$ cat src/rtl/vga_sync.sv
// VGA raster timing: pixel-rate enable, x/y raster counters, blanking and
// active-low sync pulses, plus line/frame wrap ticks for downstream graphics.
module vga_sync #(
    parameter int CLK_DIV   = 4,
    parameter int H_DISPLAY = 640,
    parameter int H_FP      = 16,
    parameter int H_SYNC    = 96,
    parameter int H_BP      = 48,
    parameter int V_DISPLAY = 480,
    parameter int V_FP      = 10,
    parameter int V_SYNC    = 2,
    parameter int V_BP      = 33
) (
    input  logic       clk,
    input  logic       reset,
    output logic       p_tick,
    output logic [9:0] x,
    output logic [9:0] y,
    output logic       video_on,
    output logic       hsync,
    output logic       vsync,
    output logic       line_tick,
    output logic       frame_tick
);

    localparam int H_TOTAL  = H_DISPLAY + H_FP + H_SYNC + H_BP;
    localparam int V_TOTAL  = V_DISPLAY + V_FP + V_SYNC + V_BP;
    localparam int HS_START = H_DISPLAY + H_FP;
    localparam int HS_END   = HS_START + H_SYNC - 1;
    localparam int VS_START = V_DISPLAY + V_FP;
    localparam int VS_END   = VS_START + V_SYNC - 1;
    localparam int DIV_W    = (CLK_DIV > 1) ? $clog2(CLK_DIV) : 1;

    localparam logic [DIV_W-1:0] DIV_LAST = DIV_W'(CLK_DIV - 1);
    localparam logic [9:0]       X_LAST   = 10'(H_TOTAL - 1);
    localparam logic [9:0]       Y_LAST   = 10'(V_TOTAL - 1);

    logic [DIV_W-1:0] div;
    logic [9:0]       x_nxt;
    logic [9:0]       y_nxt;
    logic             x_wrap;
    logic             y_wrap;

    always_ff @(posedge clk or posedge reset) begin
        if (reset) begin
            div    <= '0;
            p_tick <= 1'b0;
        end else begin
            p_tick <= (div == DIV_LAST);
            div    <= (div == DIV_LAST) ? '0 : div + 1'b1;
        end
    end

    assign x_wrap = (x == X_LAST);
    assign y_wrap = (y == Y_LAST);

    always_comb begin
        x_nxt = x;
        y_nxt = y;
        if (p_tick) begin
            if (x_wrap) begin
                x_nxt = '0;
                y_nxt = y_wrap ? '0 : y + 10'd1;
            end else begin
                x_nxt = x + 10'd1;
            end
        end
    end

    // Syncs are decoded from the next counts so they change together with x/y.
    always_ff @(posedge clk or posedge reset) begin
        if (reset) begin
            x     <= '0;
            y     <= '0;
            hsync <= 1'b1;
            vsync <= 1'b1;
        end else begin
            x     <= x_nxt;
            y     <= y_nxt;
            hsync <= !((x_nxt >= 10'(HS_START)) && (x_nxt <= 10'(HS_END)));
            vsync <= !((y_nxt >= 10'(VS_START)) && (y_nxt <= 10'(VS_END)));
        end
    end

    assign video_on   = (x < 10'(H_DISPLAY)) && (y < 10'(V_DISPLAY));
    assign line_tick  = p_tick && x_wrap;
    assign frame_tick = line_tick && y_wrap;

endmodule

$ cat config.mk
export PLATFORM = sky130hd
export DESIGN_NAME = vga_sync
export DESIGN_NICKNAME = d
export VERILOG_FILES = /design/src/rtl/vga_sync.sv
export SDC_FILE = /design/constraint.sdc
export NUM_CORES = 1
export LEC_CHECK = 0
export CAP_MARGIN = 20
export CORE_MARGIN = 1.5
export CORE_UTILIZATION = 55
export CTS_CLUSTER_SIZE = 28
export DETAILED_ROUTE_END_ITERATION = 10
export HOLD_SLACK_MARGIN = 0.03
export PLACE_DENSITY = 0.92
export SETUP_SLACK_MARGIN = 0.3
export SYNTH_ARGS = -nofsm -noshare
export SYNTH_HDL_FRONTEND = slang
export SYNTH_SLANG_ARGS = --single-unit
$ cat constraint.sdc
create_clock -name clk -period 3.2 [get_ports clk]
set_input_delay 0.8 -clock clk [delete_from_list [all_inputs] [get_ports clk]]
set_output_delay 0.8 -clock clk [all_outputs]
set_load 0.005 [all_outputs]
==> impl_metrics.csv <==
group,metric,value,unit
run_status,status,"finished, final reports clean",
final_layout,diodes,0,
critical_path,worst_path_largest_cell_delay,0.49,ns
timing,tightest_slew,0.960,ns
pwr,switching_share,20.8,%
floorplan,core_area,0.00248,mm2
timing,maxSlewHeadroom,35.9,%
global_route,grt_use_met1,33.0,%
critical_path,startpoint_type,"flip-flop",
global_route,grt_pass1_vias,1181,
timing,fin_setup_tns,0,ns
critical_path,end_kind,"primary output",
pwr,sequentialPowerShare,68.5,%
timing,finalSetupViolations,0,
global_route,grtUsageMet2,43.1,%
pwr,comb_power_share,1.6,%
yosys,synth_ff_type,"dfrtp_1",
global_route,antenna_found_initial,0,
place,post_dp_cell_area,0.00169,mm2
yosys,async_flop_share,100,%
timing,finClkSkew,0.00211,ns
floorplan,start_util,57.7,%
cts,clock_sinks,25,
critical_path,path_class,"flip-flop to primary output",
job,max_cap_viol_count,0,
cts,cts_tree,"yes",
yosys,ys_ff_latch,25,
timing,fin_crit_sh,88.5,%
cts,clock_latency,0.30,ns
pwr,p_clk_share,30.0,%
routing,wire_per_inst,15.7,um
pwr,ir_worst_vdd,0.237,mV
global_route,grt_pass1_wl,5330,um
global_route,overflow,0,
floorplan,io_pins,28,
timing,period_needed,2.83,ns
floorplan,chipWidth,54.0,um
place,dp_hpwl,2200,um
final_layout,fillers,192,
routing,drc,0,
pwr,power_switching,0.0000959,W
routing,ant_nets,0,
timing,hold_violations,0,
yosys,synth_fp_nets,156,
final_layout,drive_gt1_share,18.3,%
yosys,synth_area_per_cell,9.53,um2
pwr,p_per_area,249,mW/mm2
routing,dr.pass1.iters,4,
min_path,hp-class,"flip-flop to flip-flop",
routing,drt-vias-per-instance,5.95,
timing,fin_ws,0.369,ns
place,numPortBuffers,27,
cts,numCtsBuffers,3,
pwr,p_leak,0.796,nW
critical_path,critical_path_required,2.40,ns
yosys,synth_warnings,0,
yosys,synth_edf_count,0,
critical_path,critPathSlowestCell,"dfrtp_1",
global_route,grt.met3_usage,3.33,%
routing,via_count,1286,
routing,drt_iter0_markers,51,
critical_path,path_max_fanout,6,
floorplan,dieArea,0.00291,mm2
floorplan,core.rowCount,18,
global_route,grt_max_degree,26,
critical_path,cp_cell_sequence,"nor4b_4 > nand4_4 > inv_6 > buf_4 > clkdlybuf4s50_1",
yosys,ys_seq_area_share,43.9,%
timing,grt_setup_unrepaired,"no",
final_layout,finalInstanceArea,0.00185,mm2
place,gp_congestion,0.911,
cts,path_clk_slew,0.13,ns
routing,wirelength,3390,um
global_route,grt-busiest-layer,"met2",
pwr,power.internal,0.000366,W
yosys,synth_cells,150,
critical_path,worstPathArrival,2.03,ns
yosys,ys_types,41,
timing,slew_violations,0,
cts,cts.htree.levels,1,
yosys,synth_area,0.00143,mm2
cts,clockBufferDepth,2,
place,place_ws,0.357,ns
cts,clockRootBuffer,"clkbuf_4",
final_layout,synthToLayoutAreaGrowth,29.5,%
global_route,grt.total_usage,25.1,%
floorplan,fp.dieH,54.0,um
final_layout,finalNetCount,193,
pwr,power,0.000462,W
timing,fmax,353,MHz
==> per-layer routing <==
metal / up-vias / part of all wire, %
met5: - / 0
li1: 607 / -
met4: 0 / 1.2
met2: 49 / 50
met3: 6 / 5.5
met1: 624 / 43
==> registers in the layout (all words and copies together) (netlist names) <==
name / count
x: 10
vsync: 1
p_tick: 1
hsync: 1
div: 2
y: 10
==> cell usage in the layout (no fill, tap or decap), types with 2 or more instances in the layout <==
cell / instances
clkdlybuf4s50_1: 26
dfrtp_1: 19
o21ai_0: 14
buf_4: 14
nand2_1: 13
nand3_1: 11
nor2_1: 10
nand4_1: 8
inv_1: 8
nor3_1: 6
xnor2_1: 6
xor2_1: 6
dfrtp_2: 4
ha_1: 3
clkbuf_4: 3
and2_1: 2
a21oi_1: 2
nand3b_1: 2
nand4b_1: 2
dfstp_2: 2
==> power by group through the flow <==
stage          clock network [W]  registers (W)   logic [W]
6_report                0.000138       0.000316  0.00000724
5_1_grt                 0.000156       0.000316  0.00000875
4_1_cts                 0.000143       0.000316  0.00000750
3_3_place_gp                   0       0.000322  0.00000721
3_5_place_dp                   0       0.000322  0.00000754
2_1_floorplan                  0       0.000322  0.00000467
==> logic make-up (layout without fill, tap and decap cells) <==
group	after synthesis	count (layout)	synth area share [%]
buf+inv	18	54	5.60
xor+xnor	12	12	7.35
mux	2	2	1.49
fa+ha+maj	4	4	3.50
compound gates	25	25	10.9
simple gates	64	64	27.2
flops	25	25	43.9
==> path summary, 6_finish.rpt <==
check                            startpoint                to  slack (ns)  depth (start not counted)
max in group asynchronous             reset    y[5]$_DFF_PP0_        1.55                          2
min in group asynchronous             reset  div[1]$_DFF_PP0_        1.00                          2
max reg2reg                  x[6]$_DFF_PP0_   vsync$_DFF_PP1_        1.14                          6
min reg2reg                div[0]$_DFF_PP0_  div[0]$_DFF_PP0_        0.45                          1
max                          x[6]$_DFF_PP0_         line_tick        0.37                          5
min                        div[0]$_DFF_PP0_  div[0]$_DFF_PP0_        0.45                          1
==> per-stage QoR <==
step | util [%] | hold WS [ns] | instances
6_report | 74.7 | 0.452 | 216
5_1_grt | 74.7 | 0.479 | 216
4_1_cts | 72.5 | 0.450 | 211
3_5_place_dp | 68.3 | 0.422 | 198
3_3_place_gp | 68.3 | 0.414 | 198
2_1_floorplan | - | 0.403 | 150
==> worst max-delay path: cells and delay by family (launching register included) <==
family | cells | cell delay [ns]
and+or+nand+nor | 2 | 0.55
DFF | 1 | 0.49
buffers and inverters | 3 | 0.69
==> Yosys cell counts, drive strengths merged (3+ instances only) <==
library cell  count  area, um2
nand3            11       55.1
ha                4       50.1
and2              3       20.0
nand4             9       71.3
nor3              6       30.0
nand2            13       48.8
nor2             10       37.5
o21ai            15       78.8
clkbuf            4       15.0
buf               5       31.3
xnor2             6       52.6
inv               9       33.8
dfrtp            23        576
xor2              6       52.6
==> repair_timing <==
| action | in CTS | in global routing |
|---|---|---|
| pin swaps | 3 | 3 |
| resized for setup | 7 | 5 |
| hold endpoints to repair | 0 | 0 |
| hold buffers | 0 | 0 |
| buffers inserted | 9 | 5 |
| endpoints found under the setup margin | 2 | 2 |
==> cell type report <==
cell class	count	area (um2)	share of cell area [%]
Tap cell	30	37.5	2.03
Clock buffer	4	26.3	1.42
Inverter	9	38.8	2.09
Sequential cell	25	633	34.2
Multi-Input combinational cell	107	738	39.9
Timing Repair Buffer	41	378	20.4
No activity file was read; power rests on OpenSTA's default activity.
